`src/rtl/uart_tx_arb.sv`:
```
// uart_tx_arb: round-robin arbiter sharing one uart_tx between NUM_REQ byte producers.
// Optional line locking is compiled in by defining UART_TX_ARB_LOCK_EN.
module uart_tx_arb #(
   parameter int NUM_REQ      = 4,
   parameter int LOCK_CHAR    = 8'h0A,
   parameter int LOCK_TIMEOUT = 100000
) (
   input  logic                 clk,
   input  logic                 reset_,
   input  logic [NUM_REQ-1:0]   req,
   output logic [NUM_REQ-1:0]   ready,
   input  logic [8*NUM_REQ-1:0] data,
   output logic                 tx_req,
   input  logic                 tx_ready,
   output logic [7:0]           tx_data,
   output logic [2:0]           owner,
   output logic                 locked
);

   if (NUM_REQ < 2 || NUM_REQ > 8 || LOCK_CHAR < 0 || LOCK_CHAR > 255 ||
       LOCK_TIMEOUT < 1 || LOCK_TIMEOUT > 1048575) begin : g_bad_param
      $error("uart_tx_arb: illegal parameter value");
   end

   // Handshake on both sides: a byte moves on a rising edge with req and ready both high;
   // the sender holds req/data stable until then, and req never depends on ready.
   logic               r_tx_req;
   logic [7:0]         r_tx_data;
   logic [2:0]         r_owner;
   logic               w_can_load;
   logic               w_found;
   logic               w_accept;
   logic [2:0]         w_win;
   logic [7:0]         w_byte;
   logic [NUM_REQ-1:0] w_owner_oh;
   logic [NUM_REQ-1:0] w_elig;
   logic [NUM_REQ-1:0] w_ready;

   always_comb begin
      w_owner_oh = '0;
      for (int i = 0; i < NUM_REQ; i++)
         w_owner_oh[i] = (r_owner == 3'(i));
   end

   assign w_elig     = locked ? (req & w_owner_oh) : req;
   assign w_can_load = !r_tx_req || tx_ready;

   // Lowest index at or below owner first, then overridden by the lowest index above
   // owner, giving the search order owner+1 .. NUM_REQ-1, 0 .. owner.
   always_comb begin
      w_found = 1'b0;
      w_win   = '0;
      for (int i = NUM_REQ - 1; i >= 0; i--) begin
         if (w_elig[i] && (3'(i) <= r_owner)) begin
            w_found = 1'b1;
            w_win   = 3'(i);
         end
      end
      for (int i = NUM_REQ - 1; i >= 0; i--) begin
         if (w_elig[i] && (3'(i) > r_owner)) begin
            w_found = 1'b1;
            w_win   = 3'(i);
         end
      end
   end

   always_comb begin
      w_ready = '0;
      w_byte  = '0;
      for (int i = 0; i < NUM_REQ; i++) begin
         if (w_win == 3'(i)) begin
            w_byte     = data[8*i +: 8];
            w_ready[i] = w_found && w_can_load && reset_;
         end
      end
   end

   assign w_accept = |w_ready;

   always_ff @(posedge clk or negedge reset_) begin
      if (!reset_) begin
         r_tx_req  <= 1'b0;
         r_tx_data <= 8'h00;
         r_owner   <= 3'(NUM_REQ - 1);
      end else if (w_accept) begin
         r_tx_req  <= 1'b1;
         r_tx_data <= w_byte;
         r_owner   <= w_win;
      end else if (tx_ready) begin
         r_tx_req  <= 1'b0;
      end
   end

`ifdef UART_TX_ARB_LOCK_EN
   localparam logic [7:0]  LOCK_BYTE = 8'(LOCK_CHAR);
   localparam logic [19:0] CNT_LAST  = 20'(LOCK_TIMEOUT - 1);

   logic        r_locked;
   logic [19:0] r_lock_cnt;
   logic        w_owner_req;

   assign w_owner_req = |(req & w_owner_oh);

   // While locked only the owner can be accepted, so any accept refreshes the lock.
   always_ff @(posedge clk or negedge reset_) begin
      if (!reset_) begin
         r_locked   <= 1'b0;
         r_lock_cnt <= '0;
      end else if (w_accept) begin
         r_locked   <= (w_byte != LOCK_BYTE);
         r_lock_cnt <= '0;
      end else if (r_locked && !w_owner_req) begin
         if (r_lock_cnt == CNT_LAST) begin
            r_locked   <= 1'b0;
            r_lock_cnt <= '0;
         end else begin
            r_lock_cnt <= r_lock_cnt + 20'd1;
         end
      end
   end

   assign locked = r_locked;
`else
   assign locked = 1'b0;
`endif

   assign ready   = w_ready;
   assign tx_req  = r_tx_req;
   assign tx_data = r_tx_data;
   assign owner   = r_owner;

endmodule

```
`config.mk`:
```
export PLATFORM = sky130hd
export DESIGN_NAME = uart_tx_arb
export DESIGN_NICKNAME = d
export VERILOG_FILES = /design/src/rtl/uart_tx_arb.sv
export SDC_FILE = /design/constraint.sdc
export NUM_CORES = 1
export LEC_CHECK = 0
export CORE_MARGIN = 8
export CORE_UTILIZATION = 25
export DETAILED_ROUTE_END_ITERATION = 16
export GPL_TIMING_DRIVEN = 0
export PLACE_DENSITY_LB_ADDON = 0.3
export SYNTH_ARGS = -nofsm -noshare
export SYNTH_HDL_FRONTEND = slang
export SYNTH_SLANG_ARGS = --single-unit
```
`constraint.sdc`:
```
create_clock -name clk -period 5.4 [get_ports clk]
set_clock_uncertainty 0.15 [all_clocks]
set_input_delay 0.54 -clock clk [delete_from_list [all_inputs] [get_ports clk]]
set_output_delay 0.54 -clock clk [all_outputs]
set_load 0.005 [all_outputs]
```
# Word-level counts from Yosys, hierarchy flattened
# Cells that the tools add are included.
dict set report totals {
  ff_bits 12
  in_bits 39
  out_inout_bits 17
  wordCells 55
}
dict set report op_classes {
  n_lt_le_gt_ge 8
  n_eq_ne 3
  mux 26
  reduce_logical 15
}
# cell n
set ops {}
lappend ops {{2-to-1 mux 8 bit} 4}
lappend ops {{2-to-1 mux 3 bit} 7}
lappend ops {{2-to-1 mux 1 bit} 14}
lappend ops {{logical AND 1 bit} 10}
lappend ops {{== test 3 x 2 -> 1 bit, second input constant} 2}
lappend ops {{greater-than comparator 1 x 3 -> 1 bit, first input constant} 2}
lappend ops {{greater-than comparator 2 x 3 -> 1 bit, first input constant} 2}
lappend ops {{less-or-equal comparator 1 x 3 -> 1 bit, first input constant} 2}
lappend ops {{less-or-equal comparator 2 x 3 -> 1 bit, first input constant} 2}
lappend ops {{OR reduction 4 bit} 1}
lappend ops {{== test 3 x 1 -> 1 bit, second input constant} 1}
lappend ops {{zero test 3 bit} 1}
lappend ops {{2-to-1 mux 2 bit} 1}
lappend ops {{nonzero test 2 bit} 1}
lappend ops {{zero test 1 bit} 1}
lappend ops {{logical OR 1 bit} 1}

# Longest topological paths before layout
dict set report logic_depth {
  ltp_word 15
  mapped_depth 6
}

# Least setup slack after synthesis
# OpenSTA, ideal clock, no wires.
dict set report synth_timing {
  path_kind {input port to output port}
  startpoint {input port req[0]}
  endpoint {output port ready[0]}
  arrival_ps 1430
  t_required_ps 4710
  slack_ps 3280
  cell_stages 5
  n_path_buf 1
  path_cell_list {o21ai_1 -> a21oi_2 -> nor3_4 -> buf_8 -> nor3_1}
}
dict set report synth_between {
  elab_chain_cells 9
}
# item line
set synth_rtl {}
lappend synth_rtl {{from (decl)} 10} ;# input logic [NUM_REQ-1:0] req,
lappend synth_rtl {{logical AND 1 bit} 54} ;# if (w_elig[i] && (3'(i) <= r_owner)) begin
lappend synth_rtl {{2-to-1 mux 1 bit} 54}
lappend synth_rtl {{2-to-1 mux 1 bit (4 in series)} 60} ;# if (w_elig[i] && (3'(i) > r_owner)) begin
lappend synth_rtl {{logical AND 1 bit (2 in series)} 73} ;# w_ready[i] = w_found && w_can_load && reset_;
lappend synth_rtl {{2-to-1 mux 1 bit (*)} 71} ;# if (w_win == 3'(i)) begin
lappend synth_rtl {{to (decl)} 11} ;# output logic [NUM_REQ-1:0] ready,
# Every way passes the cells marked *; elsewhere a longest branch is shown, timed or not.

# Worst setup path after layout
dict set report layout_timing {
  startpoint {input port reset_}
  endpoint {output port ready[0]}
}
dict set report layout_between {
  elab_chain_cells 2
}
# item line
set layout_rtl {}
lappend layout_rtl {{from (decl)} 9} ;# input logic reset_,
lappend layout_rtl {{logical AND 1 bit} 73}
lappend layout_rtl {{2-to-1 mux 1 bit} 71}
# No other way between the ends.

==> results.yml <==
run:
  maxCapViolations: 0
global_routing:
  grt_pass1_vias: 966
  overflow: 0
  grt_pass1_wl_um: 4560
  grt_max_degree: 13
  antenna_found_initial: 0
  track_usage: 0.111
placement:
  place.gp.congestion: 0.774
  dpl.cell_count: 183
  place_area_um2: 1380
  io_buffers: 53
  dpl.hpwl_um: 2280
  pre_cts_ws_ps: 1810
synth:
  ys_warn_count: 0
  synth.distinct_cells: 28
  synthesis.area_um2: 791
  netlist_instances: 85
  synth_area_leaders: "dfrtp_1, mux2i_1, o221ai_1, dfstp_2, nand2_1"
  syn-mean-instance-area_um2: 9.30
  yosys.area.top_type: "dfrtp_1"
  synth_seq_area_share: 0.351
  ys_seq_elements: 11
  netlist.area_leader.share: 0.285
cells_and_area:
  nets: 183
  fin_area_um2: 1410
  fin_cells: 187
  n_antenna_cell: 0
  syn2layout_area_growth_pct: 77.8
  drive_above_1_share: 0.0909
  nFillCells: 320
hold_path:
  hp-class: "reg -> reg"
  min_from: "tx_data[7]"
worst_setup_path:
  crit_family: "buffers and inverters"
  crit_chain: "clkdlybuf4s50_1 -> o41ai_1 -> nand2b_1 -> buf_2 -> buf_2 -> nor3_1 -> clkdlybuf4s50_1"
  cp-end-kind: "primary output"
  worst_ep_arrival_time_ps: 2870
  crit_buf_inv: 4
  critical-path-slowest-cell: "clkdlybuf4s50_1"
  worst_path_largest_cell_delay_ps: 830
  required_ps: 4710
  cp-start-kind: "input port"
  critPathKind: "in -> out"
  reg2reg_from: "owner[1]"
  critical_path.max_fanout: 12
  cp-startpoint: "reset_"
sta:
  hold_slack_ps: 347
  tightestPinTransition_ps: 599
  hold_violations: 0
  setup_tns_ps: 0
  rsz0062_at_grt: "no"
  slew_headroom: 0.599
  fmax_mhz: 281
  setup_violations: 0
  setup_slack_ps: 1840
  fin_crit_sh: 0.660
  finalMaxSlewViolations: 0
  period_minus_slack_ps: 3560
floorplan:
  row_count: 20
  ioPinCount: 56
  die_area_um2: 5220
  fp.dieW_um: 72.2
  initial_core_util: 0.261
  die_y_um: 72.2
  core_um2: 3030
power:
  power.leakage_uw: 0.000586
  powerDensity_nw_per_um2: 271
  irDropWorstVdd_mv: 0.0982
drt:
  drc: 0
  wl_per_cell_um: 15.6
  dr.pass1.iters: 4
  final_antenna_net_count: 0
  viasPerCell: 4.65
  wirelength_um: 2910
  num_vias: 869
  drt_iter0_markers: 49
clocking:
  cts_resized: 0
  ctsHoldBuffers: 0
  cts_root_buf: "clkbuf_4"
  cts.sinks: 11
  clkLatencyLatePin_ps: 260
  cts.path.max_buffers: 2
  cts_htree_levels: 1
  numCtsBuffers: 3
  clkTransAtPathRegs_ps: 70
  post_cts_buffers: 0
  cts_tree: "built"
status:
  status: "completed"
routing by layer:
metal	vias to the layer above	global-route usage	share of wire
met5	-	0	0
met4	0	0.0272	0
met3	0	0.0386	0.080
met2	33	0.208	0.51
met1	410	0.113	0.41
li1	426	-	-
path summary, 6_finish.rpt:
| path | end | slack [ps] | depth (start not counted) |
|---|---|---|---|
| min in group asynchronous | tx_req | 490 | 1 |
| min reg2reg | tx_data[7] | 350 | 2 |
| max | ready[0] | 1840 | 7 |
| max in group asynchronous | owner[0] | 4240 | 1 |
| max reg2reg | tx_data[4] | 3290 | 5 |
| min | tx_data[7] | 350 | 2 |
where the power goes:
group,leakage (uW),internal (uW),switching [uW]
combinational,0.000440,117,81.9
sequential,0.000131,109,18.0
clock,0.0000150,28.5,27.0
total,0.000586,255,127
layout by cell type, fill, tap and decap left out, types with 2 or more instances in the layout:
cell type,instances
clkdlybuf4s50_1,53
mux2i_1,15
nand2_1,13
dfrtp_1,9
o221ai_1,8
nand2b_1,4
inv_1,4
nor3_1,4
o21ai_0,3
clkbuf_4,3
buf_2,2
nor2_1,2
o211ai_1,2
buf_4,2
conb_1,2
dfstp_2,2
cell type report:
| cell class | instances | area [um2] | share of cell area |
|---|---|---|---|
| multi-input combinational | 66 | 462 | 0.328 |
| timing repair buffer | 53 | 531 | 0.377 |
| buffer | 5 | 40.0 | 0.0285 |
| tap | 44 | 55.1 | 0.0391 |
| sequential | 11 | 278 | 0.198 |
| clock buffer | 4 | 26.3 | 0.0187 |
| inverter | 4 | 15.0 | 0.0107 |
registers in the layout, summed over array words and instances (netlist names):
register  count
owner         2
tx_data       8
tx_req        1
Yosys cell counts (all sizes together):
library cell and number:
a211oi 1, a21bo 1, a21oi 2, a31o 1
and2 1, buf 5, conb 1, dfrtp 9
dfstp 2, inv 4, mux2i 15, nand2 13
nand2b 4, nor2 2, nor3 5, o211ai 2
o21ai 4, o221ai 8, o22ai 1, o41ai 1
or2 1, or2b 1, or3 1
through the flow:
stage	util	total power, uW
5_1_grt	0.464	409
4_1_cts	0.464	388
6_report	0.464	382
3_5_place_dp	0.456	329
3_3_place_gp	0.456	324
2_1_floorplan	-	219
worst register-to-register path: stages (launching register included):
cell,delay (ps)
dfstp_2,600
a211oi_1,150
nor3_4,490
buf_8,240
mux2i_1,210
o221ai_1,140
cell families after synthesis:
| group | synth area share |
|---|---|
| buffers and inverters | 0.0696 |
| AO/OA/AOI/OAI | 0.203 |
| multiplexers | 0.190 |
| AND/OR/NAND/NOR | 0.182 |
| flip-flops | 0.351 |
| other | 0.00474 |
(Power assumes the default switching activity.)
